### src/rtl/alu_ctrl_issue.sv
// alu_ctrl_issue: decodes a MIPS instruction word in ID into an ALU command
// and registers it into the ID/EX pipeline register.
//
// Ports
//   clk            rising-edge clock
//   reset          asynchronous, active-high reset
//   id_valid       ID stage holds a real instruction
//   id_instr[31:0] instruction word from ID
//   stall          hold ID/EX contents this cycle
//   flush          replace ID/EX contents with a bubble (wins over stall)
//   ex_valid       EX holds a real instruction
//   ex_alu_ctrl    ALU command (4 bits)
//   ex_alu_src     1 = operand 2 is ex_imm, 0 = register
//   ex_imm[31:0]   extended immediate (branch offsets pre-shifted by 2)
//   ex_is_branch   instruction resolves via the ALU zero output
//   ex_illegal     instruction not decodable
//   illegal_count  saturating count of illegal instructions issued
module alu_ctrl_issue (
  input  logic        clk,
  input  logic        reset,
  input  logic        id_valid,
  input  logic [31:0] id_instr,
  input  logic        stall,
  input  logic        flush,
  output logic        ex_valid,
  output logic [3:0]  ex_alu_ctrl,
  output logic        ex_alu_src,
  output logic [31:0] ex_imm,
  output logic        ex_is_branch,
  output logic        ex_illegal,
  output logic [7:0]  illegal_count
);

  typedef enum logic [3:0] {
    ALU_ADD  = 4'b0000,
    ALU_SUB  = 4'b0001,
    ALU_AND  = 4'b0010,
    ALU_NOR  = 4'b0011,
    ALU_OR   = 4'b0100,
    ALU_SLT  = 4'b0101,
    ALU_BEQ  = 4'b0110,
    ALU_BNE  = 4'b0111,
    ALU_BGEZ = 4'b1111
  } alu_op_e;

  logic [5:0]  op;
  logic [4:0]  rt;
  logic [5:0]  funct;
  logic [15:0] imm;
  logic [31:0] imm_sx;
  logic [31:0] imm_zx;
  logic [31:0] imm_br;

  assign op     = id_instr[31:26];
  assign rt     = id_instr[20:16];
  assign funct  = id_instr[5:0];
  assign imm    = id_instr[15:0];
  assign imm_sx = {{16{imm[15]}}, imm};
  assign imm_zx = {16'h0000, imm};
  assign imm_br = {imm_sx[29:0], 2'b00};

  alu_op_e     dec_ctrl;
  logic        dec_src;
  logic [31:0] dec_imm;
  logic        dec_branch;
  logic        dec_illegal;

  // Start from the illegal encoding; each recognised form clears dec_illegal.
  always_comb begin
    dec_ctrl    = ALU_ADD;
    dec_src     = 1'b0;
    dec_imm     = '0;
    dec_branch  = 1'b0;
    dec_illegal = 1'b1;
    unique case (op)
      6'b000000: begin
        dec_illegal = 1'b0;
        case (funct)
          6'b100000: dec_ctrl = ALU_ADD;
          6'b100010: dec_ctrl = ALU_SUB;
          6'b100100: dec_ctrl = ALU_AND;
          6'b100101: dec_ctrl = ALU_OR;
          6'b100111: dec_ctrl = ALU_NOR;
          6'b101010: dec_ctrl = ALU_SLT;
          default:   dec_illegal = 1'b1;
        endcase
      end
      6'b001000: begin dec_ctrl = ALU_ADD; dec_src = 1'b1; dec_imm = imm_sx; dec_illegal = 1'b0; end
      6'b001010: begin dec_ctrl = ALU_SLT; dec_src = 1'b1; dec_imm = imm_sx; dec_illegal = 1'b0; end
      6'b001100: begin dec_ctrl = ALU_AND; dec_src = 1'b1; dec_imm = imm_zx; dec_illegal = 1'b0; end
      6'b001101: begin dec_ctrl = ALU_OR;  dec_src = 1'b1; dec_imm = imm_zx; dec_illegal = 1'b0; end
      6'b100011,
      6'b101011: begin dec_ctrl = ALU_ADD; dec_src = 1'b1; dec_imm = imm_sx; dec_illegal = 1'b0; end
      6'b000100: begin dec_ctrl = ALU_BEQ; dec_branch = 1'b1; dec_imm = imm_br; dec_illegal = 1'b0; end
      6'b000101: begin dec_ctrl = ALU_BNE; dec_branch = 1'b1; dec_imm = imm_br; dec_illegal = 1'b0; end
      6'b000001: begin
        if (rt == 5'b00001) begin
          dec_ctrl    = ALU_BGEZ;
          dec_branch  = 1'b1;
          dec_imm     = imm_br;
          dec_illegal = 1'b0;
        end
      end
      default: ;
    endcase
    // Illegal words carry no command fields, only the illegal flag.
    if (dec_illegal) begin
      dec_ctrl   = ALU_ADD;
      dec_src    = 1'b0;
      dec_imm    = '0;
      dec_branch = 1'b0;
    end
  end

  logic load;
  assign load = !flush && !stall;

  always_ff @(posedge clk or posedge reset) begin
    if (reset) begin
      ex_valid     <= 1'b0;
      ex_alu_ctrl  <= '0;
      ex_alu_src   <= 1'b0;
      ex_imm       <= '0;
      ex_is_branch <= 1'b0;
      ex_illegal   <= 1'b0;
    end else if (flush || (load && !id_valid)) begin
      ex_valid     <= 1'b0;
      ex_alu_ctrl  <= '0;
      ex_alu_src   <= 1'b0;
      ex_imm       <= '0;
      ex_is_branch <= 1'b0;
      ex_illegal   <= 1'b0;
    end else if (load) begin
      ex_valid     <= 1'b1;
      ex_alu_ctrl  <= dec_ctrl;
      ex_alu_src   <= dec_src;
      ex_imm       <= dec_imm;
      ex_is_branch <= dec_branch;
      ex_illegal   <= dec_illegal;
    end
  end

  always_ff @(posedge clk or posedge reset) begin
    if (reset) begin
      illegal_count <= '0;
    end else if (load && id_valid && dec_illegal && (illegal_count != 8'hFF)) begin
      illegal_count <= illegal_count + 8'd1;
    end
  end

endmodule

### config.mk
export PLATFORM = sky130hd
export DESIGN_NAME = alu_ctrl_issue
export DESIGN_NICKNAME = d
export VERILOG_FILES = /design/src/rtl/alu_ctrl_issue.sv
export SDC_FILE = /design/constraint.sdc
export NUM_CORES = 1
export LEC_CHECK = 0
export CAP_MARGIN = 10
export CORE_UTILIZATION = 46
export DETAILED_ROUTE_END_ITERATION = 7
export PLACE_DENSITY_LB_ADDON = 0.2
export SYNTH_ARGS = -nofsm -noshare
export SYNTH_HDL_FRONTEND = slang
export SYNTH_SLANG_ARGS = --single-unit
export TNS_END_PERCENT = 50
### constraint.sdc
create_clock -name clk -period 2 [get_ports clk]
set_input_delay 0.2 -clock clk [delete_from_list [all_inputs] [get_ports clk]]
set_output_delay 0.2 -clock clk [all_outputs]
set_load 0.005 [all_outputs]
; ---- Word-level counts from Yosys, hierarchy flattened
; Index checks and enable logic that the tools add are counted.
[word_totals]
reg_bits = 48
input_bits = 37
[op_classes]
n_addsub = 1
eq_ne = 17
muxes = 27
reduce_logical = 17
[ops]
columns = cell, count
row1 = $mux 32, 4
row2 = $pmux 32 s4, 1
row3 = $eq 6x6->1 const B, 8
row4 = $pmux 4 s7, 1
row5 = $eq 6x4->1 const B, 4
row6 = $mux 4, 4
row7 = $pmux 3 s5, 1
row8 = $mux 1, 14
row9 = $eq 6x3->1 const B, 2
row10 = $reduce_or 6->1, 2
row11 = $add 8x1->8 const B, 1
row12 = $ne 8x8->1 const B, 1
row13 = $reduce_or 8->1, 1
row14 = $eq 6x1->1 const B, 1
row15 = $logic_not 6->1, 1
row16 = $eq 5x1->1 const B, 1
row17 = $logic_and 1x1->1, 5
row18 = $reduce_or 2->1, 2
row19 = $reduce_or 4->1, 1
row20 = $logic_not 1->1, 3
row21 = $pmux 1 s3, 1
row22 = $pmux 1 s2, 1
row23 = $reduce_bool 2->1, 1
row24 = $logic_or 1x1->1, 1

; ---- Depth between registers and ports, before layout
; Gate-level depths: netlist (run 1).
[logic_depth]
word_depth = 7
depth_mapped = 8

; ---- Worst setup path before layout (run 1)
; No wires, ideal clock.
[synth_path]
path_kind = input to register
start = input id_instr[1]
end = register ex_alu_ctrl[3]
arrival_time_ns = 1.864
required_time_ns = 1.932
setup_slack_ns = 0.068
cell_stages = 8
n_path_buf = 2
cell_sequence = clkbuf_1 mux2i_1 a22oi_1 a221o_1 a21o_1 buf_4 nor4_4 a32o_1
[synth_via]
elab_chain_len = 7
elab_cells_between_ends = 12
cone_classes = 6 x eq/ne / 5 x mux / 1 x reduce/logical
[synth_rtl]
columns = item, line_no
row1 = from (decl), 22  ; input logic [31:0] id_instr,
row2 = $eq 6x6->1, 78  ; case (funct)
row3 = $reduce_or 6->1 (no source line) (*), n/a
row4 = $mux 1 (*), 78
row5 = $pmux 1 s3 (*), 75  ; unique case (op)
row6 = $mux 4 (*), 107  ; if (dec_illegal) begin
row7 = $mux 4 (*), 133  ; end else if (load) begin
row8 = $mux 4 (*), 126  ; end else if (flush || (load && !id_valid)) begin
row9 = to (signal assigned), 135  ; ex_alu_ctrl <= dec_ctrl;
row10 = to (decl), 26  ; output logic [3:0] ex_alu_ctrl,
; Every way passes the cells marked *; elsewhere a longest branch is shown, timed or not. The select of a mux whose other input is x is not followed.
; A chain may end at the register's enable or synchronous reset.

; ---- Final worst setup path (run 1)
[layout_path]
start = input id_instr[30]
end = register illegal_count[1]
[layout_via]
elab_chain_len = 5
elab_cells_between_ends = 14
cone_classes = 9 x eq/ne / 1 x mux / 4 x reduce/logical
[layout_rtl]
columns = item, line_no
row1 = "$eq 6x3->1, or another cell as far along", 75
row2 = $reduce_or 8->1 (no source line), n/a
row3 = $pmux 1 s3 (*), 75
row4 = $logic_and 1x1->1 (*) (2 in series), 146  ; end else if (load && id_valid && dec_illegal && (illegal_count != 8'hFF)) begin
row5 = to (signal assigned), 147  ; illegal_count <= illegal_count + 8'd1;
row6 = to (decl), 31  ; output logic [7:0] illegal_count
; Every way passes the cells marked *; elsewhere a longest branch is shown, timed or not.

==> run summary, run 1 <==
The H-tree generated during clock tree synthesis spans 2 levels. The synthesized design contains 0 enable-type register cells. The maximum operating frequency was 513 MHz; the buffers plus inverters on the worst setup path was 2. For the pin with the worst max-slew slack, the measured transition is 0.444 ns. The setup check on the worst reg-to-reg path leaves a slack of 0.49 ns. Endpoint of the lowest-slack register-to-register path: illegal_count[1]. The tools report the max-slew headroom at the worst pin as 0.704. The kind of capture point of the worst setup path was a flip-flop. On the worst path, the slowest cell contributes a delay of 0.59 ns. Clock tree synthesis selected as its root buffer the cell clkbuf_8. The critical path startpoint category was an input pin.

The detailed-route wire length was 5560 um. The number of antenna violations at the first check in global routing was 0. The fraction of synthesized area in multiplexers was 0.0267.

After detailed routing, the number of vias per cell comes to 5.58. The worst hold-check path type is input pin to asynchronous set/reset pin. The via count of the first global-routing pass was 1791. After legalization and detailed placement, the total HPWL measured 3850 um.

The synthesized netlist occupies a cell area of 1970 sq um. Clock skew on the completed layout was measured at 0.000481 ns. By area, the combinational part of the netlist is dominated by compound AO/OA/AOI/OAI gates.

The proportion of synthesized flip-flops having asynchronous set or reset is 1.00. The commonest cells after synthesis are a22o_1 (35), dfrtp_1 (34), buf_4 (15), nor2_1 (14), nand3_1 (8). The run gives 0 as the final max-slew violation count.

The maximum count of clock buffers along a single path is 2. During synthesis, Yosys emitted a total of 0 warnings. By area the synthesized netlist is led by dfrtp_1 (43%), a22o_1 (16%), buf_4 (5.7%). The run finished with clean final reports. The tools report the final RePlAce weighted congestion as 0.862. The cell type group with the largest total delay on the critical path is simple AND/OR/NAND/NOR gates. The logs give 0.317 ns for the worst hold slack and 0 for the antenna cell count. In this run the mean area of a mapped cell was 10.3 sq um. The largest total area in the synthesized netlist belongs to dfrtp_1. The synthesized design contains 34 register bits. The part of the cycle the worst path needs was 0.975. The compound-gate portion of the synthesized area came out at 0.255. The last element of the critical path is illegal_count[1]. The total number of clock tree sinks was 34; the clock-pin transition on the worst setup and hold timing paths was 0.07 ns. Remaining antenna violation count after routing: 0.

The total overflow left after global routing is 0. During placement, the flow inserted port buffers numbering 79. For the worst setup path, the data required time is 2.16 ns.

In the post-synthesis netlist, the cell with the most instances is a22o_1. Critical path depth in cells: 8. The relative area change from synthesis to final layout came out at 63.7%. The critical path goes through dlygate4sd2_1 > or4_4 > nor3b_4 > a221o_1 > a21o_4 > buf_4 > nand3_2 > mux2_1.

Counting the buffers created by CTS gives 5. In this run the worst path has a maximum fanout of 6. Detailed routing inserted a total of 1921 vias.

The first global-routing pass estimated 8450 um of wire. Setup violation total in the final timing report: 0. Setup repair after global routing left no endpoint under its margin. The count of mapped cells out of synthesis is 191.

Total power for the finished layout comes to 1.85 mW. The fraction of synthesized cell area in xor and xnor cells was 0.0267; the total of hold buffers inserted after clock tree synthesis was 0. Chip height: 67.4 um.

For the number of unique standard cell types used by synthesis, the log shows 43. The global-route usage over all layers was 0.252; the row count was 23. The startpoint of the worst setup timing path is id_instr[30].

The worst register-to-register path begins at illegal_count[3]. Master of the slowest instance on the critical path: or4_4. At the worst endpoint, the arrival time is 2.11 ns. TritonCTS built the clock tree. The ratio of total power to cell area was 576 nW/um^2; the starting density of the core was 0.484. The portion of synthesized cell area occupied by the leading cell type is 0.433, and the worst voltage drop across the vdd grid is 0.615 mV. For this design the static power due to leakage is 1.53 nW. The first TritonRoute pass finished after 4 iterations. The adder and majority gate portion of the synthesized area is 0.00637, and the die footprint is 4540 sq um. For this run, the leading register cell type out of synthesis is dfrtp_1.

Max-cap violations in this run came to 0. The simple logic cell fraction of the synthesized area was 0.165. The clock latency on the worst-skew pair came out at 0.28 ns. Entering global routing, the biggest net connects 35 pins. The clock period minus final worst setup slack is 1.95 ns.

Sequential cell area fraction in the yosys report: 0.433. Fill cells in the final layout number 257. The boundary pin count is 85.

The critical path is of the input pin to flip-flop type. The run gives 0 as the residual DRC count. The fraction of final layout cells sized beyond drive strength 1 came out at 0.238.

In this run the standard cell core region covers 4060 sq um. The horizontal die dimension was 67.4 um; the average wire per standard cell was 16.2 um. For this block, the initial DRC count from the detailed router was 114. The final hold violation count came out at 0.

The logs give 0.793 for the final core area utilization and 332 for the net count reported at finish. When the netlist entered floorplanning its net count stood at 229. Measured in cells, the most critical reg-to-reg path has a length of 5.
[tightest hold or removal path: cells and delay by family]
family / cells / cell delay [ns]
buf+inv: 3 / 0.83
[cell type report]
class / count / area [sq um] / area share
clock inverters: 1 / 30.0 / 0.00933
flip-flops and latches: 34 / 851 / 0.264
inverters: 4 / 15.0 / 0.00467
clock buffers: 6 / 82.6 / 0.0257
repair buffers: 122 / 1160 / 0.361
multi-input cells: 127 / 1020 / 0.316
well taps: 50 / 62.6 / 0.0194
[where the power goes]
group	internal, mW	switching (mW)	leakage (nW)
Sequential	0.732	0.0588	0.461
Clock	0.399	0.245	0.0573
Combinational	0.247	0.172	1.01
Total	1.38	0.477	1.53
[logic make-up (layout without fill, tap and decap cells)]
family / Yosys count / in the layout
xor+xnor: 6 / 6
buf+inv: 30 / 133
compound gates: 60 / 60
mux: 5 / 5
fa+ha+maj: 1 / 1
simple gates: 55 / 55
flops: 34 / 34
[state kept, by name, indices dropped and copies added, names as in the netlist]
| name | count |
|---|---|
| ex_valid | 1 |
| illegal_count | 8 |
| ex_imm | 18 |
| ex_alu_src | 1 |
| ex_alu_ctrl | 4 |
| ex_illegal | 1 |
| ex_is_branch | 1 |
[layout by cell type, fill, tap and decap left out, types with 2 or more instances in the layout]
cell and n:
dlymetal6s2s_1 14, a21oi_2 2, mux2i_1 3, nor3_2 2, inv_1 4, nor4_1 2
nand3_1 7, nor2_1 13, nand4_1 3, buf_4 41, a32o_1 5, clkbuf_8 6
clkdlybuf4s50_1 62, dlygate4sd2_1 3, a21oi_1 3, dfrtp_1 34, mux2_1 2, o21ai_0 2
or4_4 2, nand2b_1 2, o21bai_1 3, or2_2 3, a22o_1 35, xnor2_1 6
and3_1 2, nand2_1 6
[per-layer routing]
layer / global-route usage / share of wire
met2: 0.449 / 0.52
met1: 0.305 / 0.41
met5: 0 / 0
met4: 0.0745 / 0.013
met3: 0.0490 / 0.059
[how the worst min path moves through the flow]
stage / startpoint / end / cells past startpoint
2_1_floorplan: flush / ex_valid / 1
3_3_place_gp: ex_alu_ctrl[3] / ex_alu_ctrl[3] / 1
3_5_place_dp: ex_alu_ctrl[3] / ex_alu_ctrl[3] / 1
4_1_cts: reset / ex_imm[4] / 3
5_1_grt: id_instr[18] / ex_alu_ctrl[3] / 3
6_report: reset / ex_imm[11] / 3
[through the flow]
step	setup WS (ns)	instance area (sq um)	setup TNS, ns	cells
6_report	0.0508	3220	0	344
3_5_place_dp	-0.624	2930	-14.82	329
4_1_cts	-0.0571	3100	-0.133	339
3_3_place_gp	-0.586	2930	-13.84	329
2_1_floorplan	0.0682	1970	0	191
5_1_grt	0.000709	3220	0	344
[timing repair]
action,4_1_cts,5_1_grt
endpoints found under the setup margin,29,15
buffers inserted,3,4
gates resized for setup,8,24
gates cloned,0,1
pin swaps,4,6
Note: power is estimated with default switching activity, not from simulation.
==> run 2: changes to the inputs <==
--- a/config.mk
+++ b/config.mk
@@ -8,6 +8,7 @@
 export CAP_MARGIN = 10
 export CORE_UTILIZATION = 46
 export DETAILED_ROUTE_END_ITERATION = 7
+export GPL_TIMING_DRIVEN = 1
 export PLACE_DENSITY_LB_ADDON = 0.2
 export SYNTH_ARGS = -nofsm -noshare
 export SYNTH_HDL_FRONTEND = slang
==> results of run 2 <==
The final DEF is identical to that of run 1; final timing and power are the same.
==> run 3: changes to the inputs <==
==> constraint.sdc (replaced) <==
create_clock -name clk -period 2 [get_ports clk]
set_input_delay 0.2 -clock clk [delete_from_list [all_inputs] [get_ports clk]]
set_output_delay 0.2 -clock clk [all_outputs]
set_load 0.02 [all_outputs]
==> results of run 3 <==
Same layout as run 1 (identical final DEF). Status: completed.
Main changes from that run: total power 1.85 mW -> 1.91 mW; worst IR drop on VDD 0.615 mV -> 0.670 mV
==> RTL edit, RTL diff (flow settings as in run 1) <==
Put one more register stage on the output `illegal_count`. The value now appears one clock later. The other outputs are not delayed to match.
--- a/src/rtl/alu_ctrl_issue.sv
+++ b/src/rtl/alu_ctrl_issue.sv
@@ -42,6 +42,8 @@
     ALU_BNE  = 4'b0111,
     ALU_BGEZ = 4'b1111
   } alu_op_e;
+
+  logic [7:0] illegal_count_s0;
 
   logic [5:0]  op;
   logic [4:0]  rt;
@@ -142,10 +144,14 @@
 
   always_ff @(posedge clk or posedge reset) begin
     if (reset) begin
-      illegal_count <= '0;
-    end else if (load && id_valid && dec_illegal && (illegal_count != 8'hFF)) begin
-      illegal_count <= illegal_count + 8'd1;
+      illegal_count_s0 <= '0;
+    end else if (load && id_valid && dec_illegal && (illegal_count_s0 != 8'hFF)) begin
+      illegal_count_s0 <= illegal_count_s0 + 8'd1;
     end
+  end
+
+  always_ff @(posedge clk) begin
+    illegal_count <= illegal_count_s0;
   end
 
 endmodule
Behaviour: not the same (a bounded check fails within 4 cycles, from zero or initial values and one cycle with reset high).
==> RTL edit against run 1 <==
- sequential share of layout area is 3.3 points higher
- final cell count is 2.9% higher
- power is 14% higher
- fmax is 1.8% higher
- cell area is 5.7% higher
- synthesized area is 13% higher
- via count is 3.6% higher
- count of clock-buffer cells in the layout stayed put
- worst setup slack better by 0.035 ns
- non-clock buffer count is 2 lower
- wire length is 0.61% higher
- sequential cell count is 8 higher
- highest routed layer unchanged
==> RTL edit: results (changes against run 1) <==
stage,metric,value,unit,change
status,status,finished clean,,unchanged
synthesis,synth cell count leaders,"34 x dfrtp_1, 25 x a22o_1, 15 x buf_4",,"was 35 x a22o_1, 34 x dfrtp_1, 15 x buf_4"
synthesis,post-synthesis mux area share,2.083,%,was 2.673%
synthesis,Synth cell types,57,,was 43
routing,met3 WL,270,um,was 328 um
layout,# fillers,325,,was 257
global_routing,GR Layer Usage met2,37.46,%,was 44.88%
routing,DRT Wirelength,5.594,mm,was 5.560 mm
synthesis,most area-consuming cells after synthesis,"dfrtp_1 38%, a22o_1 9.9%, dfxtp_1 7.2%",,"was dfrtp_1 43%, a22o_1 16%, buf_4 5.7%"
placed_design,DP Area,3187,sq um,was 2927 sq um
global_routing,Overall Global Routing Usage,22.32,%,was 25.22%
layout,final std cells w/o fill,354,,was 344
synthesis,Adder-Cell Fraction of Synth Area,0.5631,%,was 0.6365%
setup_path,Reg2Reg Setup Slack,0.21,ns,was 0.49 ns
layout,share of cells above drive strength 1,25.50,%,was 23.81%
placed_design,HPWL after detailed placement,4.092,mm,was 3.852 mm
sta,Worst-Margin Slew,0.4737,ns,was 0.4438 ns
power_and_ir_drop,switching share of power,25.22,%,was 25.70%
global_routing,first-pass GRT wire length,8.845,mm,was 8.452 mm
placed_design,final RePlAce weighted congestion,0.8803,,was 0.8621
clocking,post-CTS resize count,4,,was 8
synthesis,Mapped Cells,204,,was 191
setup_path,Worst Reg-to-Reg Cells,6,,was 5
setup_path,worst reg2reg endpoint,illegal_count_s0[1],,was illegal_count[1]
placed_design,placed cell count,344,,was 329
clocking,# Post-CTS Setup Buffers,0,,was 3
synthesis,ys async rst share,80.95,%,was 100.0%
global_routing,vias in the first global route,1870,,was 1791
synthesis,xor and xnor fraction of the mapped netlist area,2.365,%,was 2.673%
layout,Largest regs,"ex_imm: 18 flops, illegal_count: 8 flops, illegal_count_s0: 8 flops",,"was ex_imm: 18 flops, illegal_count: 8 flops, ex_alu_ctrl: 4 flops"
global_routing,GRT met3 Usage,3.938,%,was 4.899%
synthesis,Synth Net Count,242,,was 229
sta,Clock Skews,0.008311,ns,was 0.0004813 ns
sta,worst hold slack,0.2991,ns,was 0.3169 ns
setup_path,reg2reg start,illegal_count_s0[0],,was illegal_count[3]
power_and_ir_drop,worst vdd ir,0.0004725,V,was 0.0006150 V
routing,Detailed Routing Iterations Pass 1,5,,was 4
routing,Vias,1991,,was 1921
global_routing,largest net degree at the start of global routing,35,,unchanged
[RTL edit: critical path: stages]
cell and delay [ns]:
clkdlybuf4s50_1 0.47, nor3b_2 0.39, nand3b_1 0.20, a311oi_2 0.25
buf_4 0.22, nor2_4 0.05, mux2_4 0.30
[RTL edit: worst max path at each step]
| stage | end | startpoint | slack (ns) | cells after the start |
|---|---|---|---|---|
| finish | illegal_count_s0[1] | id_instr[5] | 0.09 | 7 |
| global placement | illegal_count_s0[1] | id_instr[26] | -0.39 | 7 |
| floorplan | illegal_count_s0[1] | id_instr[19] | 0.06 | 7 |
| global route | illegal_count_s0[1] | id_instr[5] | -0.001 | 7 |
| CTS | illegal_count_s0[7] | id_instr[27] | 0.001 | 7 |
| detailed placement | ex_imm[14] | id_instr[19] | -0.44 | 6 |
[RTL edit: area by class of cell]
class | count | area, sq um | area share (%)
clock buffer | 6 | 72.57 | 2.134
clock inverter | 2 | 37.54 | 1.104
inverter | 3 | 11.26 | 0.3311
multi-input combinational | 129 | 1069 | 31.42
sequential | 42 | 1011 | 29.73
tap | 52 | 65.06 | 1.913
timing repair buffer | 120 | 1135 | 33.37
[RTL edit: logic make-up (layout without fill, tap and decap cells)]
| family | count (synthesis) | count (layout) |
|---|---|---|
| xor gates and xnor gates | 6 | 6 |
| adders and majority gates | 1 | 1 |
| DFF | 42 | 42 |
| and+or+nand+nor | 56 | 56 |
| buffers and inverters | 33 | 131 |
| AOI/OAI and AO/OA | 62 | 62 |
| muxes | 4 | 4 |
[RTL edit: power groups by stage]
stage / Clock (uW) / Sequential, uW / Combinational (uW)
finish: 661 / 987 / 468
global route: 707 / 998 / 507
CTS: 666 / 987 / 457
detailed placement: 0 / 1010 / 454
global placement: 0 / 997 / 447
floorplan: 0 / 1010 / 168
